### config.mk
export PLATFORM = sky130hd
export DESIGN_NAME = phase_divider_flat
export DESIGN_NICKNAME = d
export VERILOG_FILES = /design/src/rtl/phase_div_pkg.sv /design/src/rtl/phase_div_if.sv /design/src/rtl/phase_div_cnt.sv /design/src/rtl/phase_divider.sv /design/src/flat_wrapper.sv
export SDC_FILE = /design/constraint.sdc
export NUM_CORES = 1
export LEC_CHECK = 0
export ABC_AREA = 1
export ABC_CLOCK_PERIOD_IN_PS = 9880
export CAP_MARGIN = 20
export CORE_UTILIZATION = 65
export CTS_BUF_LIST = sky130_fd_sc_hd__clkbuf_16
export DETAILED_ROUTE_END_ITERATION = 8
export PLACE_DENSITY = 0.85
export SKIP_CTS_REPAIR_TIMING = 1
export SYNTH_ARGS = -nofsm -noshare
export SYNTH_HDL_FRONTEND = slang
export SYNTH_SLANG_ARGS = --single-unit
### constraint.sdc
create_clock -name CLK -period 9.88 [get_ports CLK]
set_input_delay 1.976 -clock CLK [delete_from_list [all_inputs] [get_ports CLK]]
set_output_delay 1.976 -clock CLK [all_outputs]
set_load 0.02 [all_outputs]
### src/rtl/phase_div_pkg.sv
// phase_div_pkg: shared constants, phase encodings and quarter-bound helper
// for the phase_divider block.
package phase_div_pkg;

  localparam int MIN_DIV_DEF = 4;
  localparam int QB_W        = 32;

  typedef enum logic [1:0] {
    PH_HI0 = 2'd0,
    PH_HI1 = 2'd1,
    PH_LO0 = 2'd2,
    PH_LO1 = 2'd3
  } phase_e;

  typedef struct packed {
    logic [QB_W-1:0] q1;
    logic [QB_W-1:0] q2;
    logic [QB_W-1:0] q3;
  } qbounds_t;

  // q3 <= 3/4 of per, so the sum never overflows the period width.
  function automatic qbounds_t quarter_bounds(
    input logic [QB_W-1:0] per
  );
    qbounds_t b;
    b.q2 = per >> 1;
    b.q1 = b.q2 >> 1;
    b.q3 = b.q1 + b.q2;
    return b;
  endfunction

endpackage

### src/rtl/phase_div_if.sv
// phase_div_if: control/status bundle of phase_divider.
// EN, DIV, DIV_Load (+Stretch_In) in; DIV_Ack, CLK_Out, Phase, Tick out.
interface phase_div_if #(
  parameter int CNT_W = 16
) ();

  logic             EN;
  logic [CNT_W-1:0] DIV;
  logic             DIV_Load;
  logic             DIV_Ack;
  logic             CLK_Out;
  logic [1:0]       Phase;
  logic             Tick;
`ifdef PHASE_DIV_STRETCH_EN
  logic             Stretch_In;
`endif

  modport master (
    output EN, DIV, DIV_Load,
`ifdef PHASE_DIV_STRETCH_EN
    output Stretch_In,
`endif
    input  DIV_Ack, CLK_Out, Phase, Tick
  );

  modport slave (
    input  EN, DIV, DIV_Load,
`ifdef PHASE_DIV_STRETCH_EN
    input  Stretch_In,
`endif
    output DIV_Ack, CLK_Out, Phase, Tick
  );

endinterface

### src/rtl/phase_div_cnt.sv
// phase_div_cnt: 0..per-1 wrap counter with enable and stall-at-value.
// Ports: clk_i, rst_i, en_i, stall_i, stall_at_i, per_i -> cnt_next_o, adv_o, wrap_o.
module phase_div_cnt #(
  parameter int CNT_W = 16
) (
  input  logic             clk_i,
  input  logic             rst_i,
  input  logic             en_i,
  input  logic             stall_i,
  input  logic [CNT_W-1:0] stall_at_i,
  input  logic [CNT_W-1:0] per_i,
  output logic [CNT_W-1:0] cnt_next_o,
  output logic             adv_o,
  output logic             wrap_o
);

  logic [CNT_W-1:0] cnt_q, cnt_d;
  logic             at_end;

  always_comb begin
    at_end = (cnt_q == per_i - CNT_W'(1));
    // A stall only bites while parked on its target count.
    adv_o  = en_i && !(stall_i && (cnt_q == stall_at_i));
    wrap_o = adv_o && at_end;
    cnt_d  = cnt_q;
    if (adv_o)
      cnt_d = at_end ? '0 : cnt_q + CNT_W'(1);
  end

  assign cnt_next_o = cnt_d;

  always_ff @(posedge clk_i or posedge rst_i) begin
    if (rst_i) cnt_q <= '0;
    else       cnt_q <= cnt_d;
  end

endmodule

### src/rtl/phase_divider.sv
// phase_divider: programmable ~50% clock divider with quarter-phase strobes.
// Ports: CLK, RST (async, high), bus (phase_div_if.slave). Option macro: PHASE_DIV_STRETCH_EN.
module phase_divider
  import phase_div_pkg::*;
#(
  parameter int CNT_W   = 16,
  parameter int DEF_DIV = 500,
  parameter int MIN_DIV = MIN_DIV_DEF
) (
  input  logic       CLK,
  input  logic       RST,
  phase_div_if.slave bus
);

  logic [CNT_W-1:0] per_q, per_d;
  logic [CNT_W-1:0] pend_q, pend_d;
  logic [CNT_W-1:0] div_cl;
  logic             pend_v_q, pend_v_d;
  logic             ack_q, ack_d;
  logic             clk_q, clk_d;
  logic             tick_q, tick_d;
  phase_e           ph_q, ph_d;

  logic [CNT_W-1:0] cnt_next;
  logic             adv, wrap, stall;
  logic [QB_W-1:0]  nx;
  qbounds_t         qb;

`ifdef PHASE_DIV_STRETCH_EN
  assign stall = ~bus.Stretch_In;
`else
  assign stall = 1'b0;
`endif

  // Stall target is q1 of the active period (per>>1>>1).
  phase_div_cnt #(.CNT_W(CNT_W)) u_cnt (
    .clk_i      (CLK),
    .rst_i      (RST),
    .en_i       (bus.EN),
    .stall_i    (stall),
    .stall_at_i (per_q >> 2),
    .per_i      (per_q),
    .cnt_next_o (cnt_next),
    .adv_o      (adv),
    .wrap_o     (wrap)
  );

  always_comb begin
    div_cl = (bus.DIV < CNT_W'(MIN_DIV)) ?
             CNT_W'(MIN_DIV) : bus.DIV;
    per_d    = per_q;
    pend_d   = pend_q;
    pend_v_d = pend_v_q;
    ack_d    = 1'b0;
    clk_d    = clk_q;
    ph_d     = ph_q;
    tick_d   = 1'b0;

    // Old pending value lands first; a same-edge load re-arms.
    if (wrap && pend_v_q) begin
      per_d    = pend_q;
      pend_v_d = 1'b0;
      ack_d    = 1'b1;
    end
    if (bus.DIV_Load) begin
      pend_d   = div_cl;
      pend_v_d = 1'b1;
    end

    qb = quarter_bounds(QB_W'(per_d));
    nx = QB_W'(cnt_next);

    if (adv) begin
      clk_d = (nx < qb.q2);
      if (nx < qb.q1)      ph_d = PH_HI0;
      else if (nx < qb.q2) ph_d = PH_HI1;
      else if (nx < qb.q3) ph_d = PH_LO0;
      else                 ph_d = PH_LO1;
      tick_d = (nx == '0) || (nx == qb.q1) ||
               (nx == qb.q2) || (nx == qb.q3);
    end
  end

  always_ff @(posedge CLK or posedge RST) begin
    if (RST) begin
      per_q    <= CNT_W'(DEF_DIV);
      pend_q   <= '0;
      pend_v_q <= 1'b0;
      ack_q    <= 1'b0;
      clk_q    <= 1'b0;
      ph_q     <= PH_HI0;
      tick_q   <= 1'b0;
    end else begin
      per_q    <= per_d;
      pend_q   <= pend_d;
      pend_v_q <= pend_v_d;
      ack_q    <= ack_d;
      clk_q    <= clk_d;
      ph_q     <= ph_d;
      tick_q   <= tick_d;
    end
  end

  assign bus.DIV_Ack = ack_q;
  assign bus.CLK_Out = clk_q;
  assign bus.Phase   = ph_q;
  assign bus.Tick    = tick_q;

endmodule

### src/flat_wrapper.sv
// flat-port wrapper written by rule: the top's interface ports become plain ports
module phase_divider_flat import phase_div_pkg::*;
#(
  parameter int CNT_W   = 16,
  parameter int DEF_DIV = 500,
  parameter int MIN_DIV = MIN_DIV_DEF
)
  (CLK, RST, bus_EN, bus_DIV, bus_DIV_Load, bus_DIV_Ack, bus_CLK_Out, bus_Phase, bus_Tick);
  phase_div_if #(.CNT_W(CNT_W)) bus_i ();
  input  logic CLK;
  input  logic RST;
  input wire logic [$bits(bus_i.EN)-1:0] bus_EN;
  input wire logic [$bits(bus_i.DIV)-1:0] bus_DIV;
  input wire logic [$bits(bus_i.DIV_Load)-1:0] bus_DIV_Load;
  output wire logic [$bits(bus_i.DIV_Ack)-1:0] bus_DIV_Ack;
  output wire logic [$bits(bus_i.CLK_Out)-1:0] bus_CLK_Out;
  output wire logic [$bits(bus_i.Phase)-1:0] bus_Phase;
  output wire logic [$bits(bus_i.Tick)-1:0] bus_Tick;
  assign bus_i.EN = bus_EN;
  assign bus_i.DIV = bus_DIV;
  assign bus_i.DIV_Load = bus_DIV_Load;
  assign bus_DIV_Ack = bus_i.DIV_Ack;
  assign bus_CLK_Out = bus_i.CLK_Out;
  assign bus_Phase = bus_i.Phase;
  assign bus_Tick = bus_i.Tick;
  phase_divider #(.CNT_W(CNT_W), .DEF_DIV(DEF_DIV), .MIN_DIV(MIN_DIV)) u_core (.CLK(CLK), .RST(RST), .bus(bus_i));
endmodule
==> flow_metrics.py <==
metrics = {
    "outcome": {
        "status": "completed",
    },
    "synthesis": {
        "syn_inst": 758,
        "avgSynthCellArea_sq_um": 6.966,
        "ys.flop_type": "dfrtp_1",
        "synth_edf_count": 0,
        "mappedNetlistNets": 840,
        "ys_seq_elements": 54,
        "async_reset_ff_share_pct": 100.0,
        "yosys_warnings": 0,
        "ys_seq_area_share_pct": 25.73,
        "ys_types": 45,
        "syn_area_sq_mm": 0.005280,
    },
    "finish": {
        "fin_nets": 861,
        "fillCellCount": 657,
        "drive_gt1_share_pct": 8.333,
        "n_antenna_cell": 0,
        "fin_area_sq_mm": 0.005737,
        "area_growth_pct": 8.649,
    },
    "route": {
        "detail-route-antenna-nets": 0,
        "dr_total_vias": 5097,
        "drc": 0,
        "vias_per_cell": 5.779,
        "drt-total-wl_mm": 13.55,
        "drt_iter0_drc": 278,
        "drt-wirelength-per-cell_microns": 15.36,
        "dr.pass1.iters": 5,
    },
    "placed_design": {
        "place_area_sq_mm": 0.005599,
        "port_buffers": 24,
        "pre_cts_ws_ns": 3.115,
        "hpwl_mm": 11.09,
        "gp_congestion": 0.8863,
    },
    "critical_path": {
        "critPathKind": "primary input to flip-flop",
        "critPathRequiredTime_ns": 10.11,
        "cp-start-kind": "primary input",
        "end_kind": "flip-flop",
        "path_max_fanout": 30,
        "reg2reg_depth": 24,
        "critPathArrivalTime_ns": 6.73,
    },
    "timing": {
        "finalSetupTns_ns": 0,
        "max_slew_margin_pct": 49.59,
        "rsz0062_at_grt": "no",
        "slew_violations": 0,
        "worst_slew_pin_slew_ns": 0.7538,
        "final-hold-violation-count": 0,
        "finalCriticalPeriod_ns": 6.505,
        "fin_ws_ns": 3.375,
        "finalSetupViolCount": 0,
        "max_freq_mhz": 153.7,
        "finalHoldWorstSlack_ns": 0.4823,
        "period_share_pct": 65.84,
        "clock_skew_ns": 0.003740,
    },
    "floorplan": {
        "start_util_pct": 67.63,
        "fp.dieW_microns": 92.13,
        "die_h_microns": 92.13,
        "std_cell_rows": 32,
        "io_pins": 25,
        "core_sq_mm": 0.007807,
        "dieArea_sq_mm": 0.008488,
    },
    "power_and_ir_drop": {
        "peakVddDrop_v": 0.00008967,
        "p_leak_uw": 0.003000,
        "power.density_mw_per_mm2": 132.7,
        "total_power_uw": 761.1,
    },
    "grt": {
        "gr-total-overflow": 0,
        "grt_first_pass_wirelength_mm": 22.70,
        "antenna_found_initial": 0,
        "grt_max_degree": 55,
        "grt_use_total_pct": 34.24,
        "grt_pass1_vias": 5095,
    },
    "cts": {
        "clock_sinks": 54,
        "cts_buffer_depth": 2,
        "cts_tree": "built",
        "clock_latency_ns": 0.29,
        "cts_buffers": 5,
        "cts-htree-levels": 2,
        "cts-root-buf": "clkbuf_16",
        "clkTransAtPathRegs_ns": 0.07,
    },
    "hold_path": {
        "hold_depth": 2,
        "hold_class": "flip-flop to flip-flop",
    },
    "job": {
        "maxCapViolCount": 0,
    },
}
## cell usage in the layout (no fill, tap or decap), drive strengths merged, types with 11 or more instances in the layout
cell           synthesis  routed
nand3                 48      48
a21oi                 34      34
nand2                236     236
ha                    62      62
dfrtp                 48      48
nand4                 26      26
xor2                  11      11
nor2                  66      66
inv                  107     108
clkdlybuf4s50          0      24
nor3                  11      11
o21ai                 37      37
xnor2                 13      13
nand3b                13      13
## critical path, cell delays in order
cell and delay [ns]:
clkdlybuf4s50_1 0.46, buf_4 0.31, nand4_2 0.66, o21ai_0 0.76
ha_1 0.39, a21oi_1 0.22, o21bai_1 0.09, a221oi_1 0.35
nand2_1 0.09, nand2_1 0.06, nand2_1 0.06, ha_1 0.26
nand2_1 0.06, or4_1 0.53, o21ai_0 0.20, nand3b_1 0.13
nand2_1 0.05, inv_1 0.06
## stage by stage
step	utilization (%)	std cells
3_3_place_gp	71.71	874
2_1_floorplan	-	758
5_1_grt	73.48	882
3_5_place_dp	71.71	874
6_report	73.48	882
4_1_cts	73.48	882
## synth_stat cells, types with 2 or more instances
cell type	n	area share, %
o21ai_0	37	3.5
a21oi_1	33	3.1
nor4_1	7	0.83
nand4_1	21	2.5
inv_2	9	0.64
a221oi_1	2	0.33
buf_2	3	0.28
nor2_1	53	3.8
nand2_2	13	1.5
nor2_2	6	0.71
o21bai_1	2	0.28
nand2_1	218	15
nor2_4	5	1.1
o211ai_1	2	0.28
nor3_1	10	0.95
nand3_1	46	4.4
clkbuf_1	7	0.50
dfrtp_1	48	23
dfstp_2	6	3.0
ha_1	62	15
nand4_4	2	0.81
buf_6	2	0.43
inv_1	98	7.0
nand2_4	5	1.1
nand3_2	2	0.38
xnor2_1	13	2.2
xor2_1	11	1.8
nand3b_1	13	1.8
nand4_2	3	0.71
a211oi_1	3	0.43
nor2_8	2	0.76
## power breakdown
part / internal, uW / total, uW / switching [uW] / leakage, uW
logic: 117 / 315 / 198 / 0.00229
registers: 247 / 277 / 30.4 / 0.000636
clock network: 91.9 / 170 / 77.7 / 0.0000724
## layout make-up
class	instances	area, sq um	area share (%)
clock inverters	3	12.51	0.2181
flip-flops and latches	54	1359	23.69
clock buffers	5	125.1	2.181
repair buffers	26	255.2	4.449
inverters	108	405.4	7.067
well taps	102	127.6	2.225
multi-input cells	584	3452	60.17
## state kept, by name, summed over array words and instances (netlist names)
register / flops
u_core.pend_q: 16
u_core.per_q: 16
u_core.pend_v_q: 1
u_core.u_cnt.cnt_q: 16
u_core.bus.Tick: 1
u_core.bus.Phase: 2
u_core.bus.DIV_Ack: 1
u_core.bus.CLK_Out: 1
## worst paths after layout
kind / start / endpoint / slack, ns
min in group asynchronous: RST / u_core.pend_q[1]$_DFFE_PP0P_ / 2.21
max reg2reg: u_core.per_q[0]$_DFFE_PP0N_ / u_core.bus.Tick$_DFF_PP0_ / 4.15
min reg2reg: u_core.bus.Phase[1]$_DFFE_PP0P_ / u_core.bus.Phase[1]$_DFFE_PP0P_ / 0.48
max: bus_EN / u_core.bus.Tick$_DFF_PP0_ / 3.38
min: u_core.bus.Phase[1]$_DFFE_PP0P_ / u_core.bus.Phase[1]$_DFFE_PP0P_ / 0.48
max in group asynchronous: RST / u_core.u_cnt.cnt_q[14]$_DFF_PP0_ / 7.22
## metal layers
layer,up-vias,routed length [microns],global-route usage (%)
met5,-,0,0
met4,0,533,15.76
met3,36,858,5.141
met2,168,6516,58.71
met1,2357,5638,42.24
li1,2536,-,-
## cell families after synthesis
kind of cell,Yosys count,synth area share (%)
compound gates,88,9.360
xor+xnor,24,3.981
fa+ha+maj,62,14.69
buf+inv,120,8.886
flops,54,25.73
simple gates,410,37.35
Note: power is estimated with default switching activity, not from simulation.
